<file path="config.mk">
export PLATFORM = sky130hd
export DESIGN_NAME = reg_rst_y_mode_a_en_n_core
export DESIGN_NICKNAME = d
export VERILOG_FILES = /design/src/rtl/reg_rst_y_mode_a_en_n_core.sv
export SDC_FILE = /design/constraint.sdc
export NUM_CORES = 1
export LEC_CHECK = 0
export ABC_CLOCK_PERIOD_IN_PS = 800
export BUFFER_PORTS_ARGS = -buffer_cell sky130_fd_sc_hd__buf_2
export CAP_MARGIN = 10
export CORE_ASPECT_RATIO = 0.7
export CORE_UTILIZATION = 36
export CTS_BUF_LIST = sky130_fd_sc_hd__clkbuf_8
export CTS_CLUSTER_SIZE = 14
export DETAILED_ROUTE_END_ITERATION = 16
export GPL_ROUTABILITY_DRIVEN = 0
export PLACE_DENSITY_LB_ADDON = 0.05
export SLEW_MARGIN = 10
export SYNTH_ARGS = -nofsm -noshare
export SYNTH_HDL_FRONTEND = slang
export SYNTH_SLANG_ARGS = --single-unit
</file>
<file path="constraint.sdc">
create_clock -name i_clk -period 0.8 [get_ports i_clk]
set_clock_uncertainty 0.2 [all_clocks]
set_input_delay 0.16 -clock i_clk [delete_from_list [all_inputs] [get_ports i_clk]]
set_output_delay 0.16 -clock i_clk [all_outputs]
set_load 0.005 [all_outputs]
</file>
<file path="src/rtl/reg_rst_y_mode_a_en_n_core.sv">
// Free-running D-type register stage with a synchronous active-low reset.
// o_data is driven straight from the state register, so nothing from i_data reaches it combinationally.
module reg_rst_y_mode_a_en_n_core #(
  parameter int unsigned              DATA_WIDTH = 32,
  parameter logic [DATA_WIDTH-1:0]    RST_DATA   = {DATA_WIDTH{1'b0}}
) (
  input  logic                  i_clk,
  input  logic                  i_rst_n,
  input  logic [DATA_WIDTH-1:0] i_data,
  output logic [DATA_WIDTH-1:0] o_data
);

  logic [DATA_WIDTH-1:0] data_d;
  logic [DATA_WIDTH-1:0] data_q;

  // Next-state selection: the reset value overrides the captured data.
  always_comb begin
    data_d = data_q;
    if (!i_rst_n) begin
      data_d = RST_DATA;
    end else begin
      data_d = i_data;
    end
  end

  // State register; reset is evaluated only at the rising clock edge.
  always_ff @(posedge i_clk) begin
    data_q <= data_d;
  end

  assign o_data = data_q;

endmodule

</file>
======== Yosys cells after proc, flatten, opt, wreduce, memory -nomap -nowiden ========
Index checks and enable logic that the tools add are counted.
storage, ports and cells
  register bits after elaboration ......... 32
  latch bits .............................. 0
  bits in writable memories ............... 0
  ROM bits ................................ 0
  output and inout port bits .............. 32
  word-level logic and storage cells ...... 1
  memories kept ........................... 0
operators by class
  $add $sub $neg .......................... 0
  multiply operators ...................... 0
  divide/modulo/power cells ............... 0
  $lt $le $gt $ge ......................... 0
  eq/ne operators ......................... 0
  shift-type cells ........................ 0
  muxes and demuxes ....................... 0
  bitwise logic cells ..................... 0
  reductions and logical operators ........ 0

======== Logic depth before layout (Yosys ltp) ========
Gate-level depths: netlist (run 1).
  depth in word-level cells ............... 0
  mapped depth ............................ 2
  mapped depth without buffers ............ 1

======== Worst setup path after synthesis (run 1) ========
Ideal clock, no wire load.
  kind .................................... input-to-reg
  start ................................... in i_rst_n
  end ..................................... reg data_q[0], in the netlist o_data[0]
  arrival time ............................ 0.439 ns
  required time ........................... 0.484 ns
  setup slack ............................. 0.045 ns
  cell stages on the path ................. 2
  path buffers ............................ 1
  cells stage by stage .................... clkbuf_2 > and2_2
RTL lines
  element               line  text
  from (decl)           8     input logic i_rst_n,
  to (signal assigned)  28    data_q <= data_d;
  to (decl)             14    logic [DATA_WIDTH-1:0] data_q;
No word-level cell between the ends.

======== Worst setup path after layout (run 1) ========
  start ................................... reg data_q[27], in the netlist o_data[27]
  end ..................................... out o_data[27]
RTL lines
  element    line  text
  to (decl)  10    output logic [DATA_WIDTH-1:0] o_data
No word-level cell between the ends.

==> results of run 1 <==
-- area by class of cell --
class | count | share of cell area [%]
Tap cell | 32 | 2.95
Timing Repair Buffer | 65 | 24.9
Clock buffer | 6 | 6.09
Multi-Input combinational cell | 32 | 17.7
Sequential cell | 32 | 47.8
Clock inverter | 2 | 0.554
-- layout by cell type, fill, tap and decap left out --
cell type  Yosys  final
inv_1          0      2
buf_2          0     63
dfxtp_1       32     26
dfxtp_2        0      6
and2_2        32     32
buf_6          0      2
clkbuf_8       0      6
-- stage by stage --
stage          area [um2]  cells  setup TNS, ns  hold WS, ns
6_report             1360    169          -7.82       -0.101
4_1_cts              1340    169          -8.14       -0.109
3_5_place_dp         1250    161          -5.97        0.183
5_1_grt              1360    169          -9.00       -0.112
3_3_place_gp         1250    161          -5.12        0.175
2_1_floorplan         896     67              0       0.0962
-- path summary, 6_finish.rpt --
path	start	endpoint	slack, ns	cells after the start
worst max-delay path	o_data[27]$_SDFF_PN0_	o_data[27]	-0.26	1
worst min-delay path	i_data[23]	o_data[23]$_SDFF_PN0_	-0.10	2
-- cells by family after synthesis --
kind of cell	count (synthesis)
buffers and inverters	3
DFF	32
and+or+nand+nor	32
-- report_power, final --
group          switching [uW]  internal, uW
Sequential               18.0          1680
Combinational            85.2           171
Clock                     525           674
Total                     629          2530
-- metal layers --
layer	routed length (um)	global-route usage (%)	vias to the layer above
met5	0	0	-
met4	17	5.33	0
met3	202	11.3	2
met2	738	19.6	36
met1	611	15.0	273
li1	-	-	336
-- repair_timing --
action                                  4_1_cts  5_1_grt
setup buffers                                 0        0
cloned                                        0        0
endpoints found under the hold margin        32       32
endpoints found under the setup margin       32       32
resized for setup                             0        8
==> run metrics, run 1 <==
EDFF count, synth 0; final cycle utilization of the critical path 133%; CP max-delay cell dfxtp_2; Synth top area share 71.5%; Core Region 2240 um2; count of buffer and inverter cells on the critical path 1; number of max-cap violations 0; total iterations of the first detailed-routing run 3; largest fanout on the critical path 1; share of the synthesized area in compound gates (AO/OA/AOI/OAI) 0%; top_reg_cell synth dfxtp_1; post-layout worst setup margin -0.260 ns; count of pins on the block boundary 66; register area share after synthesis 71.5%; power density over the cells 2330 nW/um2; hold slack -0.101 ns; number of buffers inserted by port buffering 65; data arrival at the endpoint of the critical path 0.70 ns; violations in the final reports negative hold slack, negative setup slack; number of distinct library cell variants in the gate-level netlist after synthesis 3; number of global-route vias before repair 565; final hold viol count 32; GR Overflow Total 0; largest area contributor in the netlist dfxtp_1; FMAX 943 MHz; multiplexer fraction of the synthesized cell area 0%; Post-DRT Antenna Nets 0; simple logic cell fraction of the synthesized area 26.8%; Post-Route Utilization 60.5%; area taken by multi-input logic gates 240 um2; kind of capture point of the worst setup path output port; number of DRC markers in iteration 0 9; Antenna Cells 0; Hold/Removal Path Class in2reg; Tot Pwr 3160 uW; Setup Crit Path Kind reg2out; Total Routed Length 1.57 mm; number of clock buffers inserted by TritonCTS 5; count of final max-slew check failures 0; gate count after technology mapping 67; worst-case setup slack after placement -0.198 ns; dominant combinational cell family by area after synthesis simple AND/OR/NAND/NOR gates; RSZ-0062 raised after global routing yes; DIE AREA 2700 um2; post-synth design cell area 896 um2; maximum root-to-sink buffer count 2; antenna violations before repair 0; GR Util All Layers 13.8%; root buffer cell clkbuf_8; area share of fa/ha/maj cells after synthesis 0%; clk sink count 32; Relative slew margins 75.3%; slowest stage delay, CP 0.31 ns; share of final-layout standard cells stronger than drive strength 1 79.6%; synthesized flop and latch total 32; post-synthesis net count 101; worst supply voltage drop on vdd 1.26 mV; number of rows in the core area 14; cell leakage power 0.000715 uW; number of flip-flops under the largest register name 32; Worst-path clk slew 0.06 ns; result of the run finished, violations left; wire length of the first global-routing pass 2.44 mm; syn_area_per_cell 13.4 um2; Yosys Warn Count 0; data required time of the worst path 0.44 ns; DR WL/cell 9.29 um; post-route minimum period 1.06 ns; top post-synthesis cells by area dfxtp_1 (72%), and2_2 (27%), clkbuf_2 (1.7%); layout overhead on the synthesized area 51.4%; total via count in the routed design 647; final-report setup violation count 32; pin count of the biggest net entering global routing 33; CP delay by family, top flip-flops; clock tree from TritonCTS done; Worst Max-Slew Pin Slew 0.371 ns; launching element type of the critical path flop; Die Y-Extent 43.7 um; Synth async-reset ratio 0%; vias per inst 3.83; number of fill cells in the layout 211; area taken by flip-flops and latches 648 um2; horizontal die dimension 61.6 um; Initial Util 40.0%; # H-tree levels 2; most instantiated cells after synthesis and2_2 (32), dfxtp_1 (32), clkbuf_2 (3); NumNets Final 170; parity-gate share of the synthesized area counting xor and xnor cells 0%; crit-path cells buf_2; number of remaining DRC errors 0
Note: power is estimated with default switching activity, not from simulation.
==> run 2: changes to the inputs <==
--- a/config.mk
+++ b/config.mk
@@ -10,12 +10,13 @@
 export CAP_MARGIN = 10
 export CORE_ASPECT_RATIO = 0.7
 export CORE_UTILIZATION = 36
-export CTS_BUF_LIST = sky130_fd_sc_hd__clkbuf_8
+export CTS_BUF_LIST = sky130_fd_sc_hd__clkbuf_2 sky130_fd_sc_hd__clkbuf_4 sky130_fd_sc_hd__clkbuf_8
 export CTS_CLUSTER_SIZE = 14
 export DETAILED_ROUTE_END_ITERATION = 16
 export GPL_ROUTABILITY_DRIVEN = 0
+export HOLD_SLACK_MARGIN = 0.02
 export PLACE_DENSITY_LB_ADDON = 0.05
-export SLEW_MARGIN = 10
+export SLEW_MARGIN = 20
 export SYNTH_ARGS = -nofsm -noshare
 export SYNTH_HDL_FRONTEND = slang
 export SYNTH_SLANG_ARGS = --single-unit
==> run metrics, run 2 (synthesized netlist as in run 1, its figures left out) <==
setup TNS -9.72 ns; maximum root-to-sink buffer count 2; number of flip-flops under the largest register name 32; number of buffers inserted by port buffering 65; Die Y-Extent 43.7 um; share of final-layout standard cells stronger than drive strength 1 81.0%; FMAX 889 MHz; Worst-path clk slew 0.09 ns; antenna violations before repair 0; DIE AREA 2700 um2; most common cell after layout, fill and taps aside buf_2; cell count after placement 161; DR WL/cell 9.40 um; Post-DRT Antenna Nets 0; Antenna Cells 0; number of clock buffers inserted by TritonCTS 5; clk sink count 32; CP delay by family, top flip-flops; final hold viol count 32; clock tree from TritonCTS done; GR Util All Layers 14.1%; violations in the final reports negative hold slack, negative setup slack; total iterations of the first detailed-routing run 3; data required time of the worst path 0.44 ns; root buffer cell clkbuf_4; Setup Crit Path Kind reg2out; number of rows in the core area 14; count of pins on the block boundary 66; crit-path cells buf_2; largest fanout on the critical path 1; slowest stage delay, CP 0.32 ns; worst-case setup slack after placement -0.198 ns; count of non-filler cells in the finished layout 169; post-layout worst setup margin -0.324 ns; count of buffer and inverter cells on the critical path 1; NumNets Final 170; Initial Util 40.0%; commonest non-fill, non-tap cells in the layout buf_2 (63), and2_2 (32), dfxtp_1 (26), clkbuf_4 (7), dfxtp_2 (6); result of the run finished, violations left; vias per inst 3.83; post-route minimum period 1.12 ns; wire length of the first global-routing pass 2.47 mm; final cycle utilization of the critical path 141%; number of global-route vias before repair 569; Relative slew margins 75.5%; Hold/Removal Path Class in2reg; worst supply voltage drop on vdd 1.21 mV; Setup crit start o_data[27]$_SDFF_PN0_; # H-tree levels 2; data arrival at the endpoint of the critical path 0.76 ns; count of final max-slew check failures 0; Core Region 2240 um2; hold slack -0.154 ns; Total Routed Length 1.59 mm; launching element type of the critical path flop; placed cell areas 1250 um2; number of max-cap violations 0; Hold Path Origin i_data[23]; total via count in the routed design 647; RSZ-0062 raised after global routing yes; layout overhead on the synthesized area 48.7%; GR Overflow Total 0; cell leakage power 0.000701 uW; final-report setup violation count 32; Worst Max-Slew Pin Slew 0.367 ns; horizontal die dimension 61.6 um; number of remaining DRC errors 0; number of DRC markers in iteration 0 9; final design instance area without fill 1330 um2; kind of capture point of the worst setup path output port; number of fill cells in the layout 216; CP max-delay cell dfxtp_2; power density over the cells 2220 nW/um2; pin count of the biggest net entering global routing 33
==> run 2: through the flow <==
step	total power, uW	util, %
4_1_cts	2980	58.5
6_report	2950	59.4
2_1_floorplan	1830	-
3_3_place_gp	1980	55.6
5_1_grt	3140	59.4
3_5_place_dp	1990	55.6
==> run 2: layout make-up <==
| class | count | area [um2] | area share [%] |
|---|---|---|---|
| Sequential cell | 32 | 648 | 48.6 |
| Timing Repair Buffer | 65 | 338 | 25.4 |
| Multi-Input combinational cell | 32 | 240 | 18.0 |
| Clock buffer | 8 | 66.3 | 4.98 |
| Tap cell | 32 | 40.0 | 3.00 |
==> run 2: report_power, final <==
group,total [uW],internal (uW),switching (uW)
combinational,256,171,85.0
clock,999,501,498
sequential,1700,1680,18.2
==> run 2: per-layer routing <==
metal	wire, um	track usage, %	vias to the layer above
met3	203	11.3	6
met2	742	20.0	36
li1	-	-	335
met5	0	0	-
met1	606	14.6	270
met4	36	8.00	0
==> run 2: what timing repair did <==
item,4_1_cts,5_1_grt
setup endpoints to repair,32,32
hold endpoints to repair,32,32
resized for setup,0,8
pin swaps,0,0
setup buffers,0,0
==> run 2: path summary, 6_finish.rpt <==
check,endpoint,cells after the start
max,o_data[27],1
min,o_data[23]$_SDFF_PN0_,2
